### config.mk
export PLATFORM = sky130hd
export DESIGN_NAME = multu_sequencer
export DESIGN_NICKNAME = d
export VERILOG_FILES = /design/src/rtl/muldiv_pkg.sv /design/src/rtl/mul_shift_add_dp.sv /design/src/rtl/multu_sequencer.sv
export SDC_FILE = /design/constraint.sdc
export NUM_CORES = 1
export LEC_CHECK = 0
export CORE_MARGIN = 5
export CORE_UTILIZATION = 48
export DETAILED_ROUTE_END_ITERATION = 10
export PLACE_DENSITY = 0.76
export SYNTH_ARGS = -nofsm -noshare
export SYNTH_HDL_FRONTEND = slang
export SYNTH_HIERARCHICAL = 1
export SYNTH_SLANG_ARGS = --single-unit
### constraint.sdc
create_clock -name clk -period 2.62 [get_ports clk]
set_clock_uncertainty 0.2 [all_clocks]
set_input_delay 0.786 -clock clk [delete_from_list [all_inputs] [get_ports clk]]
set_output_delay 0.786 -clock clk [all_outputs]
set_load 0.02 [all_outputs]
### src/rtl/muldiv_pkg.sv
// rtl/muldiv_pkg.sv - shared funct codes, FSM states and default width for the EX-stage multiplier
package muldiv_pkg;

  localparam int WIDTH_DEFAULT = 32;

  localparam logic [5:0] MULTU = 6'd25;
  localparam logic [5:0] MULT  = 6'd24;
  localparam logic [5:0] MFHI  = 6'd16;
  localparam logic [5:0] MFLO  = 6'd18;

  typedef enum logic [1:0] {
    IDLE = 2'd0,
    RUN  = 2'd1,
    DONE = 2'd2
  } state_e;

endpackage

### src/rtl/mul_shift_add_dp.sv
// rtl/mul_shift_add_dp.sv - shift-add multiply datapath: product register, carry-keeping adder, right shift
module mul_shift_add_dp
  import muldiv_pkg::*;
#(
  parameter int WIDTH = WIDTH_DEFAULT
) (
  input  logic               clk,
  input  logic               reset,
  input  logic               load_i,
  input  logic               step_i,
  input  logic [WIDTH-1:0]   mcand_i,
  input  logic [WIDTH-1:0]   mplier_i,
  output logic [2*WIDTH-1:0] product_o
);

  logic [2*WIDTH-1:0] product_q, product_d;
  logic [WIDTH:0]     sum;

  // The extra sum bit carries into the MSB as the whole product shifts right.
  always_comb begin
    sum = {1'b0, product_q[2*WIDTH-1:WIDTH]};
    if (product_q[0]) begin
      sum = sum + {1'b0, mcand_i};
    end
    product_d = product_q;
    if (load_i) begin
      product_d = {{WIDTH{1'b0}}, mplier_i};
    end else if (step_i) begin
      product_d = {sum, product_q[WIDTH-1:1]};
    end
  end

  always_ff @(posedge clk) begin
    if (reset) begin
      product_q <= '0;
    end else begin
      product_q <= product_d;
    end
  end

  assign product_o = product_q;

endmodule

### src/rtl/multu_sequencer.sv
// rtl/multu_sequencer.sv - MULTU sequencer: 32-step shift-add, HI/LO commit, MFHI/MFLO read and stall
// Optional MULT_SIGNED_EN: also accepts MULT via magnitude multiply and conditional negation.
module multu_sequencer
  import muldiv_pkg::*;
#(
  parameter int WIDTH = WIDTH_DEFAULT,
  parameter int CNT_W = 6
) (
  input  logic             clk,
  input  logic             reset,
  input  logic             issue_valid_i,
  input  logic [5:0]       funct_i,
  input  logic [WIDTH-1:0] op_a_i,
  input  logic [WIDTH-1:0] op_b_i,
  input  logic             mfhi_req_i,
  input  logic             mflo_req_i,
  output logic [WIDTH-1:0] rd_data_o,
  output logic [WIDTH-1:0] hi_o,
  output logic [WIDTH-1:0] lo_o,
  output logic             busy_o,
  output logic             stall_o,
  output logic             done_o
);

  state_e             state_q;
  logic [CNT_W-1:0]   cnt_q;
  logic [WIDTH-1:0]   mcand_q;
  logic [WIDTH-1:0]   hi_q, lo_q;
  logic               done_q;
  logic               is_mul, accept;
  logic [WIDTH-1:0]   mag_a, mag_b;
  logic [2*WIDTH-1:0] product, result;

`ifdef MULT_SIGNED_EN
  logic neg_q;
  logic is_signed;

  assign is_mul    = (funct_i == MULTU) || (funct_i == MULT);
  assign is_signed = (funct_i == MULT);
  assign mag_a     = (is_signed && op_a_i[WIDTH-1]) ? -op_a_i : op_a_i;
  assign mag_b     = (is_signed && op_b_i[WIDTH-1]) ? -op_b_i : op_b_i;
  assign result    = neg_q ? -product : product;
`else
  assign is_mul    = (funct_i == MULTU);
  assign mag_a     = op_a_i;
  assign mag_b     = op_b_i;
  assign result    = product;
`endif

  assign accept = (state_q == IDLE) && issue_valid_i && is_mul;

  mul_shift_add_dp #(.WIDTH(WIDTH)) u_dp (
    .clk       (clk),
    .reset     (reset),
    .load_i    (accept),
    .step_i    (state_q == RUN),
    .mcand_i   (mcand_q),
    .mplier_i  (mag_b),
    .product_o (product)
  );

  always_ff @(posedge clk) begin
    if (reset) begin
      state_q <= IDLE;
      cnt_q   <= '0;
      mcand_q <= '0;
      hi_q    <= '0;
      lo_q    <= '0;
      done_q  <= 1'b0;
`ifdef MULT_SIGNED_EN
      neg_q   <= 1'b0;
`endif
    end else begin
      done_q <= 1'b0;
      case (state_q)
        IDLE: begin
          if (accept) begin
            mcand_q <= mag_a;
            cnt_q   <= '0;
            state_q <= RUN;
`ifdef MULT_SIGNED_EN
            neg_q   <= is_signed && (op_a_i[WIDTH-1] ^ op_b_i[WIDTH-1]);
`endif
          end
        end
        RUN: begin
          cnt_q <= cnt_q + CNT_W'(1);
          if (cnt_q == CNT_W'(WIDTH-1)) begin
            state_q <= DONE;
            done_q  <= 1'b1;
          end
        end
        DONE: begin
          hi_q    <= result[2*WIDTH-1:WIDTH];
          lo_q    <= result[WIDTH-1:0];
          state_q <= IDLE;
        end
        default: state_q <= IDLE;
      endcase
    end
  end

  // A read in the accepting cycle is older than the multiply, so it sees the old HI/LO.
  assign busy_o    = (state_q != IDLE);
  assign stall_o   = busy_o && (issue_valid_i || mfhi_req_i || mflo_req_i);
  assign done_o    = done_q;
  assign hi_o      = hi_q;
  assign lo_o      = lo_q;
  assign rd_data_o = mfhi_req_i ? hi_q : lo_q;

endmodule

==> results.py <==
metrics = {
    "sta": {
        "finalSetupViolCount": 3,
        "drv_slew": 0,
        "max_freq_ghz": 0.377,
        "fin_crit_sh_pct": 101,
        "worst_pin_slew_ns": 0.579,
        "fin_ws_ns": -0.0346,
        "fin_crit_ns": 2.65,
        "hold_viol_final": 0,
        "setup_tns_ns": -0.0753,
        "slew_headroom_pct": 61.4,
        "rsz0062_at_grt": "yes",
    },
    "detailed_routing": {
        "post-route-drc-count": 0,
        "routed_wl_um": 28000,
        "dr.pass1.iters": 5,
        "wl_per_cell_um": 17.5,
        "drt-initial-drc-count": 703,
        "vias_per_cell": 5.68,
        "postRouteAntennaNets": 0,
        "vias": 9079,
    },
    "final_layout": {
        "n_antenna_cell": 0,
        "fillers": 1586,
        "fin_util_pct": 65.8,
        "syn_to_final_growth_pct": 36.3,
        "drive_gt1_share_pct": 23.8,
        "nets": 1430,
    },
    "place": {
        "gp_routability_congestion": 0.916,
        "portBuffers": 173,
        "dp_hpwl_um": 19000,
    },
    "min_path": {
        "hold_depth": 2,
        "hold_path_startpoint": "hi_o[18]",
        "hold_path.class": "flop to flop",
        "holdPathEnd": "hi_o[18]",
    },
    "die": {
        "fp.coreArea_mm2": 0.0193,
        "initial_core_util_pct": 48.3,
        "dieArea_mm2": 0.0223,
        "die_w_um": 149,
        "die_h_um": 149,
        "num_io_pins": 174,
        "rows": 51,
    },
    "clocking": {
        "cts.sinks": 169,
        "hold_buffers": 0,
        "numCtsBuffers": 17,
        "clockBufferDepth": 2,
        "clk_pin_slew_ns": 0.07,
        "cts-root-buf": "clkbuf_16",
        "cts_tree": "yes",
        "htreeDepth": 4,
        "clk_latency_ns": 0.43,
    },
    "yosys": {
        "netlist_area_mm2": 0.00930,
        "synth_cell_types": 72,
        "netlist_instances": 1119,
        "synth.net_count": 1228,
        "syn-mean-instance-area_um2": 8.31,
        "yosysWarningCount": 6,
        "async_reset_ff_share_pct": 0,
        "synth_area_leader_cell": "dfxtp_1",
        "ys.flop_type": "dfxtp_1",
        "seq_area_frac_synth_pct": 36.4,
        "synth-edff-count": 0,
        "yosysTopAreaCellShare_pct": 36.4,
        "synth-seq-cells": 169,
        "synthTopCellsByArea": "dfxtp_1, a21oi_1, nand2_1, mux2i_1, ha_1",
    },
    "critical_path": {
        "r2r-start": "mcand_q[0]",
        "rrSetupSlack_ns": -0.03,
        "start_kind": "flop",
        "r2r_end": "u_dp/product_o[55]",
        "r2r_cells": 11,
        "crit_path_end_kind": "flop",
        "path_class": "flop to flop",
        "crit_arrival_ns": 2.75,
        "cp.required_ns": 2.72,
        "critPathMaxFanout": 4,
    },
    "global_routing": {
        "antenna_found_initial": 0,
        "grt_use_total_pct": 24.2,
        "grt_pass1_vias": 8793,
        "grt-ovfl-total": 0,
        "grt_first_pass_wirelength_um": 43900,
        "grt_max_degree": 65,
    },
    "power_and_ir_drop": {
        "p_per_area_mw_per_mm2": 434,
        "peakVddDrop_uv": 443,
        "p_leak_nw": 4.68,
    },
    "status": {
        "status": "complete, but fails checks",
        "violations": "negative setup slack",
    },
    "run": {
        "max-cap-violations": 0,
    },
}
[report_power, final]
part | switching (W) | internal (W) | leakage (nW)
Combinational | 0.000151 | 0.000181 | 3.03
Clock | 0.00112 | 0.00146 | 0.288
Sequential | 0.00000849 | 0.00257 | 1.37
[through the flow]
step / hold WS (ns) / cell area, um^2 / std cells / power (W) / setup WS (ns)
2_1_floorplan: 0.240 / 9300 / 1119 / 0.00277 / 0.0261
3_3_place_gp: 0.260 / 11700 / 1557 / 0.00293 / -0.776
3_5_place_dp: 0.257 / 11700 / 1557 / 0.00293 / -0.803
4_1_cts: 0.273 / 12200 / 1594 / 0.00551 / -0.0319
5_1_grt: 0.286 / 12700 / 1599 / 0.00566 / -0.0818
6_report: 0.270 / 12700 / 1599 / 0.00550 / -0.0346
[Yosys cell counts, drive strengths merged (4+ instances only)]
master,count
a211oi,15
a21o,11
a21oi,186
a31oi,11
buf,44
clkbuf,49
dfxtp,169
ha,33
inv,9
mux2,33
mux2i,50
nand2,165
nand2b,11
nand3,12
nand4,37
nor2,105
nor3,6
nor3b,4
o211ai,10
o21a,9
o21ai,42
o31ai,35
or2,4
xnor2,16
xor2,10
[area by class of cell]
type | count | area (um^2) | area share, %
Sequential cell | 169 | 3400 | 26.9
Tap cell | 265 | 332 | 2.62
Multi-Input combinational cell | 848 | 5750 | 45.4
Clock inverter | 12 | 153 | 1.20
Timing Repair Buffer | 276 | 2550 | 20.2
Inverter | 9 | 35.0 | 0.276
Clock buffer | 20 | 447 | 3.52
[per-layer routing]
| metal | share of wire, % | track usage, % |
|---|---|---|
| met5 | 0 | 0 |
| met4 | 2.8 | 9.89 |
| met3 | 5.4 | 4.31 |
| met2 | 50 | 40.8 |
| met1 | 42 | 30.6 |
[cells by family (layout without fill, tap and decap cells)]
kind of cell    count (synthesis)  after routing  synth area share [%]
fa+ha+maj                      34             34                  4.65
mux                            83             83                  9.38
flops                         169            169                  36.4
compound gates                341            341                  23.7
simple gates                  364            364                  17.4
buf+inv                       102            317                  6.04
xor+xnor                       26             26                  2.45
[sequential cells by signal, indices dropped and copies added, names as in the netlist]
name / count
hi_o: 32
cnt_q: 6
state_q: 2
u_dp/product_o: 64
lo_o: 32
done_o: 1
mcand_q: 32
[layout by cell type, fill, tap and decap left out, drive strengths merged, types with 4 or more instances in the layout]
cell type,n
dfxtp,169
mux2i,50
nor3b,4
mux2,33
o21ai,42
xor2,10
inv,15
ha,33
xnor2,16
nand2b,11
o21a,9
nor2,105
a31oi,11
a211oi,15
a21oi,186
o31ai,35
nor3,6
nand3,12
buf,138
nand2,165
nand4,37
clkbuf,20
a21o,11
or2,4
clkdlybuf4s50,137
o211ai,10
[critical path, stage by stage (launching register included)]
cell and delay [ns]:
dfxtp_2 0.34, ha_4 0.16, fa_2 0.42, a211oi_4 0.29, o211a_4 0.23, nor4b_4 0.06
o21ai_1 0.19, buf_4 0.18, nand3_2 0.08, xor2_1 0.16, mux2i_1 0.14, a21oi_1 0.08
[what timing repair did]
action	4_1_cts	5_1_grt
gates resized for setup	158	71
endpoints found under the setup margin	50	22
gates cloned	3	0
pin swaps	3	28
buffers inserted	2	5
[how the worst max path moves through the flow]
stage	to	slack, ns	start
2_1_floorplan	rd_data_o[10]	0.03	mfhi_req_i
3_3_place_gp	rd_data_o[23]	-0.78	mfhi_req_i
3_5_place_dp	rd_data_o[0]	-0.80	mfhi_req_i
4_1_cts	rd_data_o[3]	-0.03	mfhi_req_i
5_1_grt	u_dp/product_o[55]	-0.08	mcand_q[0]
6_report	u_dp/product_o[55]	-0.03	mcand_q[0]
Power figures use the tool's default switching activity.
